File: config.mk
export PLATFORM = sky130hd
export DESIGN_NAME = cronometro_regresivo
export DESIGN_NICKNAME = d
export VERILOG_FILES = /design/src/rtl/cronometro_regresivo.sv
export SDC_FILE = /design/constraint.sdc
export NUM_CORES = 1
export LEC_CHECK = 0
export CORE_MARGIN = 1
export CORE_UTILIZATION = 30
export DETAILED_ROUTE_END_ITERATION = 8
export PLACE_DENSITY_LB_ADDON = 0.15
export RECOVER_POWER = 25
export SYNTH_ARGS = -nofsm -noshare
export SYNTH_HDL_FRONTEND = slang
export SYNTH_HIERARCHICAL = 1
export SYNTH_SLANG_ARGS = --single-unit
File: constraint.sdc
create_clock -name CLK_Ring -period 4.3 [get_ports CLK_Ring]
set_input_delay 0.645 -clock CLK_Ring [delete_from_list [all_inputs] [get_ports CLK_Ring]]
set_output_delay 0.645 -clock CLK_Ring [all_outputs]
set_load 0.1 [all_outputs]
File: src/rtl/cronometro_regresivo.sv
// BCD HH:MM:SS countdown timer for the ring-generator clock domain.
// Loads a validated preset, counts down on tick_1hz and holds fin_crono until acknowledged or reloaded.
module cronometro_regresivo #(
  parameter logic [7:0] MAX_HORA = 8'h23
) (
  input  logic       CLK_Ring,
  input  logic       reset,
  input  logic       tick_1hz,
  input  logic       carga,
  input  logic [7:0] hora_in,
  input  logic [7:0] min_in,
  input  logic [7:0] seg_in,
  input  logic       iniciar,
  input  logic       detener,
  input  logic       apagar_ring,
  output logic [7:0] hora_out,
  output logic [7:0] min_out,
  output logic [7:0] seg_out,
  output logic       fin_crono,
  output logic       corriendo,
  output logic       err_carga
);

  typedef enum logic [1:0] {
    ST_INACTIVO = 2'd0,
    ST_CONTANDO = 2'd1,
    ST_PAUSA    = 2'd2,
    ST_FIN      = 2'd3
  } estado_t;

  estado_t    state_q, state_d;
  logic [7:0] hora_q, hora_d;
  logic [7:0] min_q, min_d;
  logic [7:0] seg_q, seg_d;
  logic       fin_crono_q, fin_crono_d;
  logic       corriendo_q, corriendo_d;
  logic       err_carga_q, err_carga_d;

  logic       carga_ok_s;
  logic       cuenta_cero_s;
  logic       borrow_min_s;
  logic       borrow_hora_s;
  logic [7:0] seg_dec_s;
  logic [7:0] min_dec_s;
  logic [7:0] hora_dec_s;
  logic       dec_cero_s;

  function automatic logic bcd_ok(input logic [7:0] v);
    return (v[7:4] <= 4'd9) && (v[3:0] <= 4'd9);
  endfunction

  function automatic logic carga_valida(input logic [7:0] h, input logic [7:0] m,
                                        input logic [7:0] s);
    return bcd_ok(h) && bcd_ok(m) && bcd_ok(s) &&
           (m <= 8'h59) && (s <= 8'h59) && (h <= MAX_HORA);
  endfunction

  // Two-digit BCD decrement; 00 wraps to the supplied value (the borrow is handled by the caller).
  function automatic logic [7:0] bcd_dec(input logic [7:0] v, input logic [7:0] wrap);
    logic [7:0] r;
    if (v == 8'h00) begin
      r = wrap;
    end else if (v[3:0] == 4'h0) begin
      r = {v[7:4] - 4'h1, 4'h9};
    end else begin
      r = {v[7:4], v[3:0] - 4'h1};
    end
    return r;
  endfunction

  // Candidate decremented count and the predicates that drive the FSM.
  always_comb begin
    carga_ok_s    = carga_valida(hora_in, min_in, seg_in);
    cuenta_cero_s = ({hora_q, min_q, seg_q} == 24'h000000);
    borrow_min_s  = (seg_q == 8'h00);
    borrow_hora_s = borrow_min_s && (min_q == 8'h00);
    seg_dec_s     = bcd_dec(seg_q, 8'h59);
    min_dec_s     = borrow_min_s ? bcd_dec(min_q, 8'h59) : min_q;
    hora_dec_s    = borrow_hora_s ? bcd_dec(hora_q, 8'h00) : hora_q;
    dec_cero_s    = ({hora_dec_s, min_dec_s, seg_dec_s} == 24'h000000);
  end

  // Next state, counters and registered flags; a load pre-empts every other command.
  always_comb begin
    state_d     = state_q;
    hora_d      = hora_q;
    min_d       = min_q;
    seg_d       = seg_q;
    err_carga_d = 1'b0;
    if (carga) begin
      if (carga_ok_s) begin
        hora_d  = hora_in;
        min_d   = min_in;
        seg_d   = seg_in;
        state_d = ST_INACTIVO;
      end else begin
        err_carga_d = 1'b1;
      end
    end else begin
      case (state_q)
        ST_INACTIVO: begin
          if (iniciar) begin
            state_d = cuenta_cero_s ? ST_FIN : ST_CONTANDO;
          end else begin
            state_d = ST_INACTIVO;
          end
        end
        ST_CONTANDO: begin
          if (detener) begin
            state_d = ST_PAUSA;
          end else if (tick_1hz && !cuenta_cero_s) begin
            hora_d  = hora_dec_s;
            min_d   = min_dec_s;
            seg_d   = seg_dec_s;
            state_d = dec_cero_s ? ST_FIN : ST_CONTANDO;
          end else begin
            state_d = ST_CONTANDO;
          end
        end
        ST_PAUSA: begin
          if (iniciar) begin
            state_d = ST_CONTANDO;
          end else begin
            state_d = ST_PAUSA;
          end
        end
        ST_FIN: begin
          if (apagar_ring) begin
            state_d = ST_INACTIVO;
          end else begin
            state_d = ST_FIN;
          end
        end
        default: begin
          state_d = ST_INACTIVO;
        end
      endcase
    end
    fin_crono_d = (state_d == ST_FIN);
    corriendo_d = (state_d == ST_CONTANDO);
  end

  // State, counters and output flags; asynchronous reset discards the preset.
  always_ff @(posedge CLK_Ring or posedge reset) begin
    if (reset) begin
      state_q     <= ST_INACTIVO;
      hora_q      <= 8'h00;
      min_q       <= 8'h00;
      seg_q       <= 8'h00;
      fin_crono_q <= 1'b0;
      corriendo_q <= 1'b0;
      err_carga_q <= 1'b0;
    end else begin
      state_q     <= state_d;
      hora_q      <= hora_d;
      min_q       <= min_d;
      seg_q       <= seg_d;
      fin_crono_q <= fin_crono_d;
      corriendo_q <= corriendo_d;
      err_carga_q <= err_carga_d;
    end
  end

  assign hora_out  = hora_q;
  assign min_out   = min_q;
  assign seg_out   = seg_q;
  assign fin_crono = fin_crono_q;
  assign corriendo = corriendo_q;
  assign err_carga = err_carga_q;

  cronometro_regresivo_chk u_chk (
    .CLK_Ring  (CLK_Ring),
    .reset     (reset),
    .hora_out  (hora_q),
    .min_out   (min_q),
    .seg_out   (seg_q),
    .fin_crono (fin_crono_q),
    .corriendo (corriendo_q)
  );

endmodule

// Invariants on the registered outputs: BCD digits, FIN implies zero, running implies nonzero.
module cronometro_regresivo_chk (
  input logic       CLK_Ring,
  input logic       reset,
  input logic [7:0] hora_out,
  input logic [7:0] min_out,
  input logic [7:0] seg_out,
  input logic       fin_crono,
  input logic       corriendo
);

  logic cero_s;
  assign cero_s = ({hora_out, min_out, seg_out} == 24'h000000);

  a_excl: assert property (@(posedge CLK_Ring) disable iff (reset) !(fin_crono && corriendo));
  a_fin_cero: assert property (@(posedge CLK_Ring) disable iff (reset) fin_crono |-> cero_s);
  a_run_nz: assert property (@(posedge CLK_Ring) disable iff (reset) corriendo |-> !cero_s);
  a_bcd: assert property (@(posedge CLK_Ring) disable iff (reset)
    (seg_out[3:0] <= 4'd9) && (seg_out[7:4] <= 4'd5) &&
    (min_out[3:0] <= 4'd9) && (min_out[7:4] <= 4'd5) &&
    (hora_out[3:0] <= 4'd9) && (hora_out[7:4] <= 4'd9));

endmodule
==> results.md <==
- H-Tree Depth: 2
- Worst-path clk slew: 0.07 ns
- Initial antenna violation count: 0
- Leak: 0.00116 uW
- Mapped Area: 0.00224 sq mm
- Post-route ant nets: 0
- Final period util: 0.741
- Asr flop ratio synth: 1.00
- Data arrival, critical path: 3.40 ns
- Failing checks: capacitance limit, slew limit
- Vias per inst: 5.42
- Max VDD drop: 0.494 mV
- Rel. slew slack: -0.0643
- Share of layout cells above drive strength 1: 0.0734
- Peak Freq: 314 MHz
- Register area share after synthesis: 0.324
- Combinational share of power: 0.644
- Buffers on Ports: 57
- Post-Synth Simple-Gate Area: 0.243
- Synth Area in Adders: 0.0502
- Critical path class: flip-flop to flip-flop
- XOR/XNOR share of the synthesized area: 0.00781
- First-pass GRT wire length: 11,100 um
- CTS buffer count: 5
- Drt drc: 0
- Synth area leader: dfrtp_1
- Distinct cells, synth: between 50 and 60
- Min-delay worst type: flip-flop to flip-flop
- Most frequent cells in the layout: 56 x clkdlybuf4s50_1, 29 x o21ai_0, 29 x dfrtp_1, 21 x nand2_1, 19 x a21oi_1
- CP max FO: 22
- Area grow syn2layout: 33.4%
- Gate Count Post-Synth: 271
- Core footprint: 0.00725 sq mm
- FF+latch count, synth: 29
- FF/Latch Area: approximately 730 sq um
- RSZ-0062 raised after global routing: no
- Final Critical Period: 3.19 ns
- Total detailed-routing wirelength: 6970 um
- Setup violators final: 0
- Tightest Pin Transition: 1.60 ns
- Int Power: between 800 and 900 uW
- Largest family of logic cells by synthesized area: compound AO/OA/AOI/OAI gates
- Initial Util: 0.309
- I/O pin count: between 50 and 60
- Clock root buffer: clkbuf_8
- Chip Height: a little under 90 um
- Vias: 2,310
- Largest net degree at the start of global routing: 30
- Switch share: 0.597
- Yosys top cell area share: 0.324
- Top FF cell, synth: dfrtp_1
- Final hold vios: 0
- Final Hold Slack: 0.569 ns
- Clk Latency, worst-skew pair: 0.28 ns
- Synth Area per Inst: 8.27 sq um
- Overall Global Routing Usage: 0.188
- Top cells by area, synth: dfrtp_1 32%, o21ai_0 6.5%, ha_1 5.0%, a21oi_1 4.2%, nand2_1 3.5%
- Max cap viols: 1
- Iter 0 DRT Violations: 109
- Most common library cell in the layout ignoring fill and taps: clkdlybuf4s50_1
- Register share of total power: 0.251
- Critical path startpoint category: flip-flop
- Placed cell area: a little under 0.003 sq mm
- TritonCTS clock tree: done
- WL/cell: 16.4 um
- Status: complete, but fails checks
- GRT Residual Overflow: 0
- # rows: 31
- Post-CTS Setup Repair Bufs: 0
- Warnings, synthesis: 6
- TritonRoute pass-1 iters: 4
- Mux share of post-synthesis cell area: 0.0379
- Post-route cell area: 0.00299 sq mm
- Multi-input logic area: 0.00138 sq mm
- Post-synthesis compound-gate area fraction: 0.278
- Die area: 0.00782 sq mm
- Vias in the first global route: 2,111
- Horiz. Die Dim: 88.5 um
- Post-synth EDFFs: 0
- Worst path required time: 4.51 ns
- Power Density: 721 mW/mm^2
- CTS resizes: 0
- Max clock buf depth: 2
- Layout fillers: 748
- Final Wtd Congestion: between 0.8 and 0.9
- Hold-fix buffers, CTS: 0
- Synthesized Nets: between 300 and 400
- Slew Viols, Final: 30
- Antenna diodes: 0
- Nature of the critical path endpoint: flip-flop
- Clock Power Share: 0.104
- TNS Setup: 0 ns
- Final Skew: 0.00292 ns
- Clock sink total: 29
- P_sw: 1290 uW
- # nets final: 366
- Detailed placement HPWL: slightly above 5000 um
## logic make-up (layout without fill, tap and decap cells)
family / count (synthesis) / count (layout)
adder cells (fa/ha/maj): 9 / 9
buffers and inverters: 32 / 88
AO/OA/AOI/OAI: 97 / 97
multiplexers: 8 / 8
flip-flops: 29 / 29
AND/OR/NAND/NOR: 94 / 94
XOR/XNOR: 2 / 2
## synthesized netlist by cell type, types with 2 or more instances
cell type,count
nor2b_1,3
mux2i_1,4
o32ai_1,2
a32oi_1,2
o2111ai_1,4
xnor2_1,2
nor3b_1,4
nand2b_1,2
o21ai_0,29
a22oi_1,7
a22o_1,2
a21oi_1,19
mux2_2,4
o22ai_1,8
a2bb2oi_1,2
clkbuf_1,11
inv_1,17
and4_1,3
o2bb2ai_1,2
nand3_1,9
or4_1,2
a211oi_1,2
o41ai_1,2
nor3_1,4
dfrtp_1,29
nand4_1,5
and2_1,2
ha_1,9
nor2_1,18
o21a_1,2
a31oi_1,3
or3_1,3
nand2_1,21
or3b_2,2
nor4_1,7
buf_2,2
## cell type report
class,instances,share of cell area
clock buffer,6,0.0243
sequential,29,0.243
timing repair buffer,63,0.205
clock inverter,2,0.00335
multi-input combinational,210,0.462
inverter,17,0.0213
tap,99,0.0414
## state kept, by name, summed over array words and instances, names as in the netlist
signal / count
hora_out: 8
min_out: 8
seg_out: 8
state_q: 2
corriendo: 1
err_carga: 1
fin_crono: 1
## stage by stage
stage          utilization  setup slack, ns  instances  total power, uW
2_1_floorplan            -             1.46        271             1580
3_3_place_gp         0.401             1.09        418             1930
3_5_place_dp         0.401             1.02        418             1930
4_1_cts              0.413             1.14        426             2170
5_1_grt              0.412            0.819        426             2280
6_report             0.412             1.11        426             2160
## metal layers
metal  global-route usage  part of all wire  wire (um)  up-vias
met5                    0                 0          0        -
met4               0.0660             0.011         78        0
met3               0.0261             0.040        282        8
met2                0.290              0.46       3180       66
met1                0.267              0.49       3430     1102
li1                     -                 -          -     1134
## worst paths after layout
kind	start	to	slack, ns	cells after the start
max	min_out[4]	hora_out[3]	1.11	8
min	hora_out[7]	hora_out[7]	0.57	1
max reg2reg	min_out[4]	hora_out[3]	1.11	8
min reg2reg	hora_out[7]	hora_out[7]	0.57	1
max in group asynchronous	reset	min_out[2]	2.02	3
min in group asynchronous	reset	hora_out[1]	1.35	3
## worst max-delay path, stage by stage (launching register included)
cell and delay (ns):
dfrtp_1 0.45, inv_1 0.14, ha_1 0.20, nor3b_1 0.51, nand4_1 0.39, o2111ai_1 0.37
nand2_1 0.53, a22o_1 0.37, a21oi_1 0.15
## power by group through the flow
stage	Combinational, uW	Clock, uW	Sequential (uW)
after floorplan	432	0	1150
after global placement	1380	0	548
after detailed placement	1380	0	547
after CTS	1390	233	544
after global routing	1470	244	565
final	1390	224	542
Power figures use the tool's default switching activity.
